File: config.mk
export PLATFORM = sky130hd
export DESIGN_NAME = ha_cs_resolve
export DESIGN_NICKNAME = d
export VERILOG_FILES = /design/src/rtl/ha_cs_resolve.sv
export SDC_FILE = /design/constraint.sdc
export NUM_CORES = 1
export LEC_CHECK = 0
export ABC_AREA = 1
export CAP_MARGIN = 10
export CORE_ASPECT_RATIO = 0.75
export CORE_UTILIZATION = 52
export DETAILED_ROUTE_END_ITERATION = 8
export PLACE_DENSITY = 0.78
export SLEW_MARGIN = 15
export SYNTH_ARGS = -nofsm -noshare
export SYNTH_HDL_FRONTEND = slang
export SYNTH_SLANG_ARGS = --single-unit
File: constraint.sdc
create_clock -name clk -period 2.68 [get_ports clk]
set_input_delay 0.268 -clock clk [delete_from_list [all_inputs] [get_ports clk]]
set_output_delay 0.268 -clock clk [all_outputs]
set_load 0.01 [all_outputs]
File: src/rtl/ha_cs_resolve.sv
// ---------------------------------------------------------------------------
// ha_cs_resolve
//   Resolves the carry-save pair from an N-bit half-adder array into one
//   binary value: result = sum + (cout << 1), W = N+1 bits wide.
//   The addition is a chunked ripple that handles CHUNK bits per cycle over
//   NCH = ceil(W/CHUNK) cycles. This keeps the per-cycle carry path short.
//   It also flags any bit position where both sum and cout are set. A half
//   adder can never produce that pair.
//
// Ports
//   clk        in   1     clock, rising edge
//   rst        in   1     synchronous active-high reset
//   in_valid   in   1     sum_i/cout_i valid
//   in_ready   out  1     operands accepted this cycle when in_valid is high
//   sum_i      in   N     half-adder sum bits (bit k weight 2^k)
//   cout_i     in   N     half-adder carry bits (bit k weight 2^(k+1))
//   out_valid  out  1     result_o/err_o valid
//   out_ready  in   1     consumer takes the result this cycle
//   result_o   out  N+1   resolved binary value
//   err_o      out  1     illegal pair seen (sum_i[k] & cout_i[k] for some k)
// ---------------------------------------------------------------------------
module ha_cs_resolve #(
   parameter int N     = 8,
   parameter int CHUNK = 4
) (
   input  logic         clk,
   input  logic         rst,
   input  logic         in_valid,
   output logic         in_ready,
   input  logic [N-1:0] sum_i,
   input  logic [N-1:0] cout_i,
   output logic         out_valid,
   input  logic         out_ready,
   output logic [N:0]   result_o,
   output logic         err_o
);

   localparam int W   = N + 1;
   localparam int NCH = (W + CHUNK - 1) / CHUNK;
   localparam int PW  = NCH * CHUNK;
   localparam int IW  = (NCH > 1) ? $clog2(NCH) : 1;

   typedef enum logic [1:0] {IDLE, ADD, DONE} state_t;

   state_t          state;
   logic [PW-1:0]   a_q;
   logic [PW-1:0]   b_q;
   logic [PW-1:0]   res_q;
   logic [PW-1:0]   a_in;
   logic [PW-1:0]   b_in;
   logic [PW-1:0]   res_next;
   logic [IW-1:0]   idx;
   logic            carry;
   logic            err_q;
   logic [CHUNK:0]  csum;
   logic            last;

   // One ripple slice: CHUNK-bit add with carry in and carry out.
   function automatic logic [CHUNK:0] chunk_add(input logic [CHUNK-1:0] a,
                                                input logic [CHUNK-1:0] b,
                                                input logic             c);
      return {1'b0, a} + {1'b0, b} + {{CHUNK{1'b0}}, c};
   endfunction

   // A DONE-state handshake lets a new operand pair in on the same edge
   // that the current result leaves.
   assign in_ready = !rst && ((state == IDLE) || ((state == DONE) && out_ready));
   assign last     = (idx == IW'(NCH - 1));

   always_comb begin
      // Operands are zero-extended to a whole number of chunks.
      a_in           = '0;
      a_in[N-1:0]    = sum_i;
      b_in           = '0;
      b_in[N:1]      = cout_i;
      csum           = chunk_add(a_q[idx*CHUNK +: CHUNK], b_q[idx*CHUNK +: CHUNK], carry);
      res_next       = res_q;
      res_next[idx*CHUNK +: CHUNK] = csum[CHUNK-1:0];
   end

   always_ff @(posedge clk) begin
      if (rst) begin
         state     <= IDLE;
         result_o  <= '0;
         err_o     <= 1'b0;
         out_valid <= 1'b0;
         idx       <= '0;
         carry     <= 1'b0;
      end else begin
         case (state)
            IDLE: begin
               if (in_valid) begin
                  a_q   <= a_in;
                  b_q   <= b_in;
                  err_q <= |(sum_i & cout_i);
                  idx   <= '0;
                  carry <= 1'b0;
                  state <= ADD;
               end
            end
            ADD: begin
               res_q <= res_next;
               carry <= csum[CHUNK];
               idx   <= idx + 1'b1;
               // The final carry and any padding bits above W are dropped.
               // For legal pairs they are always zero.
               if (last) begin
                  result_o  <= res_next[W-1:0];
                  err_o     <= err_q;
                  out_valid <= 1'b1;
                  state     <= DONE;
               end
            end
            DONE: begin
               if (out_ready) begin
                  out_valid <= 1'b0;
                  if (in_valid) begin
                     a_q   <= a_in;
                     b_q   <= b_in;
                     err_q <= |(sum_i & cout_i);
                     idx   <= '0;
                     carry <= 1'b0;
                     state <= ADD;
                  end else begin
                     state <= IDLE;
                  end
               end
            end
            default: state <= IDLE;
         endcase
      end
   end

endmodule

==> flow_metrics.tcl <==
set metrics [dict create \
    ir_worst_vdd_mv 0.4852 \
    synth_area_leader_cell "edfxtp_1" \
    final_hold_viol_count 0 \
    clk_path_buf_depth 2 \
    pin_count 32 \
    fp.dieW_um 72.88 \
    crit_type "flip-flop to flip-flop" \
    dpl_worst_slack_ps 324.7 \
    seqPwrFrac_pct 45.7 \
    routed_wl_mm 3.654 \
    start_util_pct 56.86 \
    drive_above_1_share_pct 7.755 \
    drc 0 \
    fin_tns_setup_ps 0 \
    antenna_found_initial 0 \
    synthToLayoutAreaGrowth_pct 26.31 \
    drt_iter0_drc 99 \
    synth_cells 207 \
    wl_met3_um 223 \
    syn_nets 237 \
    gp_congestion 0.8596 \
    hold_path.class "flip-flop to flip-flop" \
    grt_pass1_wl_mm 6.037 \
    cts_tree "yes" \
    clkSinkCount 42 \
    cts-buffers-inserted 5 \
    yosysWarnings 0 \
    first_pass_iters 4 \
    cts_htree_levels 2 \
    clk_latency_ps 290 \
    required_ps 2730 \
    tightest_slew_ps 379.7 \
    num_vias 1473 \
    num_rows 18 \
    synth-seq-cells 42 \
    combPwrFrac_pct 18.0 \
    post-synth-top-count-cell "inv_1" \
    rsz0062_at_grt "no" \
    avgSynthCellArea_um2 9.466 \
    fp.dieH_um 55.16 \
    leakage_nw 1.049 \
    antenna_cells 0 \
    outcome "completed" \
    wl_met1_mm 1.640 \
    grt_pass1_vias 1302 \
    cp-start-kind "flip-flop" \
    drv_cap 0 \
    yosys-top-cells-area "edfxtp_1 40%, dfxtp_1 16%, inv_1 6.7%" \
    seq_area_frac_synth_pct 56.19 \
    switchingPower_mw 0.4161 \
    relSlewSlack_pct 74.61 \
    via_per_inst 4.993 \
    cts_setup_buffers 0 \
    period_needed_ps 2400 \
    drv_slew 0 \
    io_buffer_count 31 \
    post_drt_wl_per_cell_um 12.39 \
    end_kind "flip-flop" \
    antenna_left 0 \
    ys_async_sr_fraction_pct 0 \
    ys.flop_type "edfxtp_1" \
    swShare_pct 25.41 \
    top_layer_used "met4" \
    clockRootBuffer "clkbuf_8" \
    power.internal_mw 1.221 \
    max_freq_ghz 0.4167 \
    holdBufCountCts 0 \
    fin_area_um2 2475 \
    synthTopCellsByCount "35 x inv_1, 34 x nand2_1, 26 x edfxtp_1, 18 x nor2_1" \
    clkPwrFrac_pct 36.3 \
    setup_viol 0 \
    grtUsageTotal_pct 20.91 \
    hpwl_mm 2.624 \
    wl_met2_mm 1.752 \
    synth_top_area_share_pct 39.85 \
    timing.final.ws_setup_ps 280.0 \
    nets 274 \
    grt_max_degree 19 \
    power_density_nw_per_um2 661.6 \
    cts.clk_slew.worst_paths_ps 80 \
    path_max_fanout 11 \
    cts_resized 0 \
    netlist_area_um2 1959 \
    fin_crit_sh_pct 89.55 \
    synth_edf_count 26 \
    synth.distinct_cells 26 \
    design.die.area_um2 4020 \
    core_area_um2 3446 \
    grt_overflow 0 \
    cp.arrival_ps 2450 \
    post_dp_cell_area_um2 2337 \
    fin_skew_ps 4.037 \
]
## per-layer routing
metal	vias to the layer above	global-route usage [%]
met1	662	28.24
met4	0	7.516
met3	8	5.072
met2	45	33.49
met5	-	0
li1	758	-
## through the flow
step	utilization [%]	hold slack, ps	instances	total power, mW
6_report	71.82	470.5	295	1.637
5_1_grt	71.82	519.0	295	1.713
4_1_cts	71.82	474.6	295	1.645
3_5_place_dp	67.83	457.0	287	1.050
3_3_place_gp	67.83	454.8	287	1.042
2_1_floorplan	-	366.9	207	0.9524
## power groups by stage
| stage | sequential (mW) | clock (mW) | combinational, mW |
|---|---|---|---|
| finish | 0.749 | 0.594 | 0.294 |
| detailed placement | 0.764 | 0 | 0.287 |
| floorplan | 0.759 | 0 | 0.194 |
| CTS | 0.749 | 0.605 | 0.291 |
| global placement | 0.763 | 0 | 0.279 |
| global route | 0.753 | 0.630 | 0.330 |
## placed cells by master, fill, tap and decap left out
cell type	netlist	routed
inv_1	35	35
nor3b_2	0	1
clkbuf_8	0	5
nand2_1	34	34
buf_4	0	4
edfxtp_1	26	26
fa_1	2	2
nor2_1	18	18
nor2_4	1	1
dfxtp_1	16	16
a221oi_1	2	2
ha_1	8	8
clkdlybuf4s50_1	0	31
a21o_1	1	1
a21oi_1	16	16
a21oi_2	1	1
a31oi_1	1	1
o211ai_1	1	1
inv_4	1	1
inv_2	2	2
o21ai_0	15	15
nand3_1	11	11
bufinv_16	0	2
nand4_1	2	2
nor2_8	1	1
o21ai_1	6	6
clkinv_4	0	1
xor2_1	1	1
## state kept, by name, summed over array words and instances (netlist names)
name       cells
result_o       9
carry          1
idx            2
b_q            8
err_q          1
err_o          1
res_q          9
out_valid      1
state          2
a_q            8
## path summary, 6_finish.rpt
kind	from	to	slack, ps	depth (start not counted)
min reg2reg	out_valid	out_valid	470	2
min	out_valid	out_valid	470	2
max	idx[0]	res_q[2]	280	8
max reg2reg	idx[0]	res_q[2]	280	8
## kinds of logic after synthesis
logic type	Yosys count	share of synthesized area (%)
xor gates and xnor gates	1	0.4471
DFF	42	56.19
AOI/OAI and AO/OA	43	11.88
buffers and inverters	43	8.940
and+or+nand+nor	68	15.39
adders and majority gates	10	7.152
## cell type report
class | count | area (um^2)
Sequential cell | 42 | 1101
Tap cell | 50 | 62.56
Inverter | 38 | 145.1
Timing Repair Buffer | 35 | 340.3
Multi-Input combinational cell | 122 | 688.2
Clock buffer | 5 | 68.82
Clock inverter | 3 | 68.82
Fill cell | 244 | 970.9
## critical path, cell delays in order, from the launching register on
cell and delay (ps):
dfxtp_1 500, inv_1 220, nor2_1 140, nor2_1 70
fa_1 450, fa_1 420, xor2_1 170, nand2_1 90
o21ai_0 80
(Power assumes the default switching activity.)
